File: config.mk
export PLATFORM = sky130hd
export DESIGN_NAME = matrix_scan_ctrl
export DESIGN_NICKNAME = d
export VERILOG_FILES = /design/src/rtl/matrix_pkg.sv /design/src/rtl/scan_timer.sv /design/src/rtl/matrix_scan_ctrl.sv
export SDC_FILE = /design/constraint.sdc
export NUM_CORES = 1
export LEC_CHECK = 0
export ABC_AREA = 1
export CELL_PAD_IN_SITES_DETAIL_PLACEMENT = 1
export CELL_PAD_IN_SITES_GLOBAL_PLACEMENT = 1
export CORE_ASPECT_RATIO = 1.5
export CORE_UTILIZATION = 46
export DETAILED_ROUTE_END_ITERATION = 10
export PLACE_DENSITY = 0.84
export SLEW_MARGIN = 20
export SYNTH_ARGS = -nofsm -noshare
export SYNTH_HDL_FRONTEND = slang
export SYNTH_SLANG_ARGS = --single-unit
File: constraint.sdc
create_clock -name clk -period 8 [get_ports clk]
set_input_delay 1.2 -clock clk [delete_from_list [all_inputs] [get_ports clk]]
set_output_delay 1.2 -clock clk [all_outputs]
set_load 0.02 [all_outputs]
File: src/rtl/matrix_pkg.sv
// Shared constants, state encoding and parameter helpers for the LED matrix scanner.
package matrix_pkg;

   localparam int ROW_COUNT = 8;
   localparam int COL_COUNT = 8;
   localparam logic [7:0] CATODE_OFF = 8'hFF;
   localparam logic [7:0] ANODE_OFF  = 8'h00;

   typedef enum logic [1:0] {
      IDLE  = 2'd0,
      BLANK = 2'd1,
      DRIVE = 2'd2
   } scan_state_t;

   // Cycle counts below one make no sense for a dwell; treat them as one.
   function automatic int clamp_min1(input int v);
      return (v < 1) ? 1 : v;
   endfunction

   // Width that can hold 0 .. n-1, never narrower than one bit.
   function automatic int cnt_width(input int n);
      return (n > 1) ? $clog2(n) : 1;
   endfunction

endpackage

File: src/rtl/scan_timer.sv
// Down-counter for row dwell / blanking intervals. A load of N-1 followed by
// continuous count gives an expire pulse in the N-th counting cycle.
module scan_timer #(
   parameter int WIDTH = 1
) (
   input  logic             clk,
   input  logic             reset,
   input  logic             load,
   input  logic [WIDTH-1:0] load_val,
   input  logic             count,
   output logic             expire
);

   localparam logic [WIDTH-1:0] ONE = WIDTH'(1);

   logic [WIDTH-1:0] cnt;

   // Load takes priority; otherwise count down and park at zero.
   always_ff @(posedge clk or posedge reset) begin
      if (reset) begin
         cnt <= '0;
      end else if (load) begin
         cnt <= load_val;
      end else if (count && (cnt != '0)) begin
         cnt <= cnt - ONE;
      end
   end

   assign expire = count && (cnt == '0);

endmodule

File: src/rtl/matrix_scan_ctrl.sv
// 8x8 LED matrix row scanner with double-buffered frames.
// Build option: define SCAN_BLANK_EN to insert BLANK_CYCLES all-off cycles
// before every row (anti-ghosting); without it rows are driven back to back.
//
// state | meaning
// ------+------------------------------------------------------------
// IDLE  | no frame displayed yet; waiting for the first shadow frame
// BLANK | all columns and rows off ahead of the next row
// DRIVE | current row selected, its pixel byte on the column drive
module matrix_scan_ctrl
   import matrix_pkg::*;
#(
   parameter int DWELL_CYCLES = 50000,
   parameter int BLANK_CYCLES = 500
) (
   input  logic        clk,
   input  logic        reset,
   input  logic [63:0] frame_in,
   input  logic        frame_valid,
   output logic        frame_ready,
   output logic [7:0]  anode_g,
   output logic [7:0]  catode,
   output logic [2:0]  row_idx,
   output logic        frame_done
);

   localparam int DWELL_EFF = clamp_min1(DWELL_CYCLES);
`ifdef SCAN_BLANK_EN
   localparam int BLANK_EFF = clamp_min1(BLANK_CYCLES);
   localparam int TMR_MAX   = (DWELL_EFF > BLANK_EFF) ? DWELL_EFF : BLANK_EFF;
`else
   localparam int TMR_MAX   = DWELL_EFF;
`endif
   localparam int TW = cnt_width(TMR_MAX);
   localparam logic [TW-1:0] DWELL_LOAD = TW'(DWELL_EFF - 1);
`ifdef SCAN_BLANK_EN
   localparam logic [TW-1:0] BLANK_LOAD = TW'(BLANK_EFF - 1);
`endif
   localparam logic [2:0] LAST_ROW = 3'(ROW_COUNT - 1);

   scan_state_t state, state_nxt;

   logic [63:0]   shadow;
   logic [63:0]   active;
   logic          shadow_full;
   logic          take_frame;
   logic          row_step;
   logic          row_clear;
   logic          done_nxt;
   logic          tmr_load;
   logic          tmr_count;
   logic [TW-1:0] tmr_val;
   logic          tmr_expire;

   scan_timer #(.WIDTH(TW)) u_timer (
      .clk      (clk),
      .reset    (reset),
      .load     (tmr_load),
      .load_val (tmr_val),
      .count    (tmr_count),
      .expire   (tmr_expire)
   );

   // State register.
   always_ff @(posedge clk or posedge reset) begin
      if (reset) begin
         state <= IDLE;
      end else begin
         state <= state_nxt;
      end
   end

   // Next state, timer control and buffer swap decisions.
   always_comb begin
      state_nxt  = state;
      tmr_load   = 1'b0;
      tmr_count  = 1'b0;
      tmr_val    = DWELL_LOAD;
      take_frame = 1'b0;
      row_step   = 1'b0;
      row_clear  = 1'b0;
      done_nxt   = 1'b0;
      case (state)
         IDLE: begin
            if (shadow_full) begin
               take_frame = 1'b1;
               row_clear  = 1'b1;
               tmr_load   = 1'b1;
`ifdef SCAN_BLANK_EN
               state_nxt  = BLANK;
               tmr_val    = BLANK_LOAD;
`else
               state_nxt  = DRIVE;
`endif
            end
         end
`ifdef SCAN_BLANK_EN
         BLANK: begin
            tmr_count = 1'b1;
            if (tmr_expire) begin
               state_nxt = DRIVE;
               tmr_load  = 1'b1;
            end
         end
`endif
         DRIVE: begin
            tmr_count = 1'b1;
            if (tmr_expire) begin
               row_step = 1'b1;
               tmr_load = 1'b1;
               // Frame boundary: the only point where a new frame may replace the old.
               if (row_idx == LAST_ROW) begin
                  done_nxt   = 1'b1;
                  take_frame = shadow_full;
               end
`ifdef SCAN_BLANK_EN
               state_nxt = BLANK;
               tmr_val   = BLANK_LOAD;
`endif
            end
         end
         default: state_nxt = IDLE;
      endcase
   end

   // Frame buffers, handshake, row pointer and frame-done pulse.
   always_ff @(posedge clk or posedge reset) begin
      if (reset) begin
         shadow      <= '0;
         active      <= '0;
         shadow_full <= 1'b0;
         row_idx     <= '0;
         frame_done  <= 1'b0;
      end else begin
         frame_done <= done_nxt;
         // A swap only happens with shadow_full set, so it never collides with an accept.
         if (take_frame) begin
            active      <= shadow;
            shadow_full <= 1'b0;
         end else if (frame_valid && !shadow_full) begin
            shadow      <= frame_in;
            shadow_full <= 1'b1;
         end
         if (row_clear) begin
            row_idx <= '0;
         end else if (row_step) begin
            row_idx <= row_idx + 3'd1;
         end
      end
   end

   // Display drive; outputs follow the registered state so reset blanks them at once.
   always_comb begin
      anode_g = ANODE_OFF;
      catode  = CATODE_OFF;
      if (state == DRIVE) begin
         catode  = ~(8'b1 << row_idx);
         anode_g = active[{row_idx, 3'b000} +: COL_COUNT];
      end
   end

   assign frame_ready = ~shadow_full;

endmodule
==> results.md, run 1 <==
* Outcome: finished clean
* H-tree levels at 4
* RSZ-0062 raised after global routing: no
* Compound-Gate Fraction of Synth Area at 0.0425
* Port Buffers at 87
* Worst hold endpoint: shadow[52]$_DFFE_PP0P_
* Worst min path class: flop to flop
* Most frequent cells in the layout: dfrtp_1, nand2_1, nand3_1, clkdlybuf4s50_1, mux2_2
* GRT overflow at 0
* First-pass GRT wire length at 31700 um
* Crit. End Element: primary output
* Worst Path Arrival at 3.07 ns
* Post-CTS setup buffer count at 0
* Cells after synthesis at 719
* Worst-path fanout max at 35
* Initial core utilization at 0.476
* R2R depth at 7
* Worst-Margin Slew at 1.09 ns
* Min Tclk post-route at 4.27 ns
* Vias in the first global route at 6047
* Worst skew pair latency at 0.42 ns
* All-layer global routing usage at 0.263
* Main combinational cell family by area after synthesis: simple AND/OR/NAND/NOR gates
* Power density over the cells at 232 nW/um2
* Critical path type: flop to primary output
* Simple-Gate Fraction of Synth Area at 0.237
* Pre-Repair DR Iteration Count at 4
* Finish-stage setup viols at 0
* Die area at 15800 um2
* Reg2reg start: row_idx[1]$_DFFE_PP0N_
* Iteration-0 DRC Markers at 393
* CTS Buf Count at 17
* Std-Cell Rows at 54
* Gpl congestion at 0.870
* Max_slew headroom at 0.272
* Leak at 4.11 nW
* Seq/Total Area, Yosys at 0.535
* Xor/xnor share of the synthesized area at 0.00375
* Mux contribution to synthesized area at 0.103
* Slowest cell on the critical path: inv_1
* Final worst path period share at 0.533
* Commonest non-fill, non-tap cell in the layout: dfrtp_1
* Area Overhead vs Synth at 20.1%
* WL/cell at 19.3 um
* Max clock buf depth at 2
* Core area at 14700 um2
* DRC Markers at 0
* Post-cts resize count at 0
* Max_cap viols at 0
* WL final at 19200 um
* Flop2flop setup slack at 5.20 ns
* Startpoint types: flop
* Ys async rst share at 1.00
* Largest net degree at the start of global routing at 92
* Root Driver: clkbuf_16
* Syn_nets at 793
* Io pins at 88
* Clock Skew at 0.00932 ns
* Cell mode on critical path: nand2_1
* Final Hold Viols at 0
* Post-synth EDFFs at 0
* Critical Path RT at 6.80 ns
* Vias at 5588
* Max IR drop VDD at 0.143 mV
* Max incr delay on CP at 0.86 ns
* #FFs+latches synth at 150
* Most used flip-flop cell after synthesis: dfrtp_1
* Final max-slew violation count at 0
* Fmax at 0.234 GHz
* Synth Area in Adders at 0.0125
* Hold_sp: shadow[52]$_DFFE_PP0P_
* Post-CTS Hold Buffers at 0
* Die Span X at 103 um
* Syn_area_per_cell at 9.75 um2
* Reg clk slew, reported paths at 0.06 ns
* Die Ht at 153 um
* Hold depth at 1
* Post-synthesis cell type count at 31
* R2R Path End: active[45]$_DFFE_PP0P_
* Fill count at 1694
* Syn. warnings at 0
* Vias per cell at 5.64
* CTS tree: yes
* Synthesized area at 7010 um2
* # nets final at 856
* Fin util at 0.572
* Initial antenna violation count at 0
* Crit-path cells: inv_1 -> o21ai_0 -> o22ai_1 -> nand2_1 -> nand2_1 -> clkdlybuf4s50_1
* Share of layout cells above drive strength 1 at 0.148
* Setup TNS at 0 ns
* Sink Count at 150
* Diode count at 0
* DRT antenna net count at 0
* DP HPWL at 12700 um
## registers in the layout, indices dropped and copies added, names as in the netlist
name         flops
u_timer.cnt     16
active          64
frame_done       1
row_idx          3
state            1
shadow_full      1
shadow          64
## synth_stat cells (3+ instances only)
cell	number	area [um2]
nor2_2	3	18.8
nor2_1	48	180
nand2_2	3	18.8
o22ai_1	18	113
nand3_1	145	726
xor2_1	3	26.3
mux2_2	64	721
o21ai_0	35	175
clkbuf_1	16	60.1
inv_1	28	105
dfrtp_1	150	3750
ha_1	7	87.6
buf_12	6	120
nand4_1	3	18.8
nand2_1	148	556
buf_4	6	45.0
buf_6	6	67.6
buf_2	11	55.1
## kinds of logic after synthesis
group	after synthesis
AO/OA/AOI/OAI	55
multiplexers	64
buffers and inverters	77
flip-flops	150
AND/OR/NAND/NOR	363
adder cells (fa/ha/maj)	7
XOR/XNOR	3
## stage by stage
step           std cells  worst slack (ns)  power [W]  area (um2)  hold slack (ns)
2_1_floorplan        719              2.76    0.00107        7010            0.462
3_3_place_gp         958              4.09    0.00114        7810            0.473
3_5_place_dp         958              3.75    0.00116        7810            0.494
4_1_cts              990              3.25    0.00196        8400            0.510
5_1_grt              991              3.58    0.00202        8420            0.523
6_report             991              3.73    0.00195        8420            0.507
## worst max-delay path by stage
stage                                 startpoint                     to
after floorplan                            reset  active[0]$_DFFE_PP0P_
after global placement    row_idx[0]$_DFFE_PP0N_             anode_g[3]
after detailed placement  row_idx[0]$_DFFE_PP0N_             anode_g[3]
after CTS                 row_idx[0]$_DFFE_PP0N_             anode_g[3]
after global routing      row_idx[0]$_DFFE_PP0N_             anode_g[4]
final                     row_idx[0]$_DFFE_PP0N_             anode_g[3]
## where the power goes
group          internal (W)  switching (W)  total [W]
clock network      0.000486       0.000321   0.000807
registers          0.000878      0.0000772   0.000956
logic              0.000120      0.0000694   0.000189
total               0.00148       0.000467    0.00195
## final cells by class
type	count	area, um2	share of cell area
clock buffers	22	474	0.0563
flip-flops and latches	150	3750	0.446
clock inverters	10	118	0.0140
well taps	196	245	0.0291
inverters	30	118	0.0140
repair buffers	91	908	0.108
multi-input cells	492	2800	0.333
## per-layer routing
metal  up-vias  track usage  routed length (um)
li1       2546            -                   -
met1      2839        0.325                7600
met2       158        0.448               10200
met3        45       0.0425                 680
met4         0        0.111                 724
met5         -            0                   0
## critical path: cells and delay by family (launching register included)
family / cells / cell delay [ns]
compound gates: 2 / 0.44
buf+inv: 2 / 1.46
flops: 1 / 0.53
simple gates: 2 / 0.19
Power figures use the tool's default switching activity.
==> run 2, diff against run 1 <==
Settings changed: CORE_UTILIZATION 46 to 43, PLACE_DENSITY 0.84 to 0.8.
Clock period 8 ns to 4.08 ns, I/O delays scaled along.
==> results.md, run 2 (synthesized netlist as in run 1, its figures left out) <==
* Root Driver: clkbuf_16
* Initial core utilization at 0.445 (-0.0313)
* Max_cap viols at 0 (unchanged)
* DP HPWL at 12700 um (+0.27%)
* Diode count at 0 (unchanged)
* Initial antenna violation count at 0 (unchanged)
* Die Ht at 158 um (+3.4%)
* Core area at 15800 um2 (+7.0%)
* Clock Skew at 0.0103 ns (+0.00102 ns)
* Vias per cell at 5.52 (-2.1%)
* Vias in the first global route at 6057 (+0.17%)
* Outcome: finished clean
* GRT overflow at 0 (unchanged)
* Critical path type: flop to primary output
* Switching Power at 0.000953 W (+100%)
* Sink Count at 150 (unchanged)
* Share of layout cells above drive strength 1 at 0.153 (+0.00445)
* Critical Path RT at 3.47 ns (-3.33 ns)
* Largest net degree at the start of global routing at 66 (-28%)
* Worst-Margin Slew at 0.937 ns (-0.154 ns)
* CTS tree: yes
* Net Sw Frac at 0.242 (+0.00231)
* First-pass GRT wire length at 31600 um (-0.17%)
* Worst Path Arrival at 2.84 ns (-0.23 ns)
* Std-Cell Rows at 56 (+3.7%)
* Gpl congestion at 0.883 (+1.6%)
* Most frequent cells in the layout: dfrtp_1, nand2_1, nand3_1, clkdlybuf4s50_1, mux2_2
* Fin util at 0.539 (-0.0324)
* Die Span X at 106 um (+3.4%)
* Max IR drop VDD at 0.230 mV (+61%)
* Min Tclk post-route at 3.46 ns
* Sequential Power Share at 0.478 (-0.012)
* Post-cts resize count at 0 (unchanged)
* Worst skew pair latency at 0.43 ns (about the same)
* Crit. End Element: primary output
* DRT antenna net count at 0 (unchanged)
* Largest regs: active x64, shadow x64, u_timer.cnt x16
* Final Hold Viols at 0 (unchanged)
* Pre-Repair DR Iteration Count at 5 (+1)
* Port Buffers at 87 (unchanged)
* RSZ-0062 raised after global routing: no
* Worst min path class: flop to flop
* H-tree levels at 4 (unchanged)
* Vias at 5527 (-1.1%)
* Iteration-0 DRC Markers at 378 (-3.8%)
* Final max-slew violation count at 0 (unchanged)
* Finish-stage setup viols at 0 (unchanged)
* Pint at 0.00299 W (+100%)
* Final worst path period share at 0.847
* Comb power frac at 0.091 (-0.006)
* Max clock buf depth at 2 (unchanged)
* Max_slew headroom at 0.374 (+0.102)
* Commonest non-fill, non-tap cell in the layout: dfrtp_1
* Io pins at 88 (unchanged)
* Startpoint types: flop
* WL final at 19000 um (-0.96%)
* Setup TNS at 0 ns (unchanged)
* Clock power share at 0.431 (+0.018)
* Fmax at 0.289 GHz
* Worst Hold Slack at 0.502 ns (-0.00412 ns)
* Post-CTS setup buffer count at 0 (unchanged)
* Post-CTS Hold Buffers at 0 (unchanged)
* Worst-path fanout max at 11 (-69%)
* WL/cell at 19.0 um (-1.9%)
* Leak at 4.14 nW (+0.71%)
* Power density over the cells at 464 nW/um2 (+100%)
* # nets final at 859 (+0.35%)
* Post-route insts no fill at 1001 (+1.0%)
* Fill count at 1734 (+2.4%)
* Reg clk slew, reported paths at 0.06 ns (about the same)
* All-layer global routing usage at 0.244 (-0.0194)
* CTS Buf Count at 17 (unchanged)
* Placed cells at 969 (+1.1%)
* DRC Markers at 0 (unchanged)
* Die area at 16800 um2 (+6.9%)
* Area Overhead vs Synth at 21.2%
==> run 2: cell type report <==
type / instances / area [um2] / area share
Multi-Input combinational cell: 492 / 2800 / 0.330
Timing Repair Buffer: 94 / 948 / 0.112
Clock inverter: 14 / 196 / 0.0231
Tap cell: 203 / 254 / 0.0299
Inverter: 30 / 116 / 0.0137
Sequential cell: 150 / 3750 / 0.442
Clock buffer: 18 / 429 / 0.0505
==> run 2: metal layers <==
layer | track usage | share of wire | up-vias
met5 | 0 | 0 | -
met4 | 0.102 | 0.034 | 0
met3 | 0.0393 | 0.031 | 45
met2 | 0.436 | 0.54 | 140
met1 | 0.290 | 0.40 | 2799
li1 | - | - | 2543
==> run 2: critical path: stages (launching register included) <==
cell and delay, ns:
dfrtp_1 0.67, inv_1 0.20, nor2_1 0.69, nand2_1 0.13
nand2_1 0.13, clkdlybuf4s50_1 0.60
==> run 2: per-stage QoR <==
step	total power, W	cell area, um2	setup slack, ns
after detailed placement	0.00227	7870	1.22
after floorplan	0.00209	7020	1.58
after CTS	0.00396	8500	0.750
after global placement	0.00225	7870	1.35
after global routing	0.00408	8500	0.519
final	0.00394	8500	0.624
==> run 2: worst paths after layout <==
kind	startpoint	end	slack, ns	depth (start not counted)
setup / recovery	state[1]$_DFFE_PP0P_	anode_g[1]	0.62	5
hold / removal	shadow[45]$_DFFE_PP0P_	active[45]$_DFFE_PP0P_	0.50	2
setup reg to reg	row_idx[0]$_DFFE_PP0N_	active[47]$_DFFE_PP0P_	1.47	8
hold reg to reg	shadow[45]$_DFFE_PP0P_	active[45]$_DFFE_PP0P_	0.50	2
max in group asynchronous	reset	shadow[27]$_DFFE_PP0P_	2.52	3
min in group asynchronous	reset	u_timer.cnt[15]$_DFFE_PP0P_	0.72	2
==> run 2: power groups by stage <==
stage	clock network (W)	registers, W	logic [W]
floorplan	0	0.00183	0.000264
global placement	0	0.00190	0.000345
detailed placement	0	0.00191	0.000366
CTS	0.00171	0.00188	0.000369
global route	0.00177	0.00191	0.000397
finish	0.00170	0.00189	0.000360
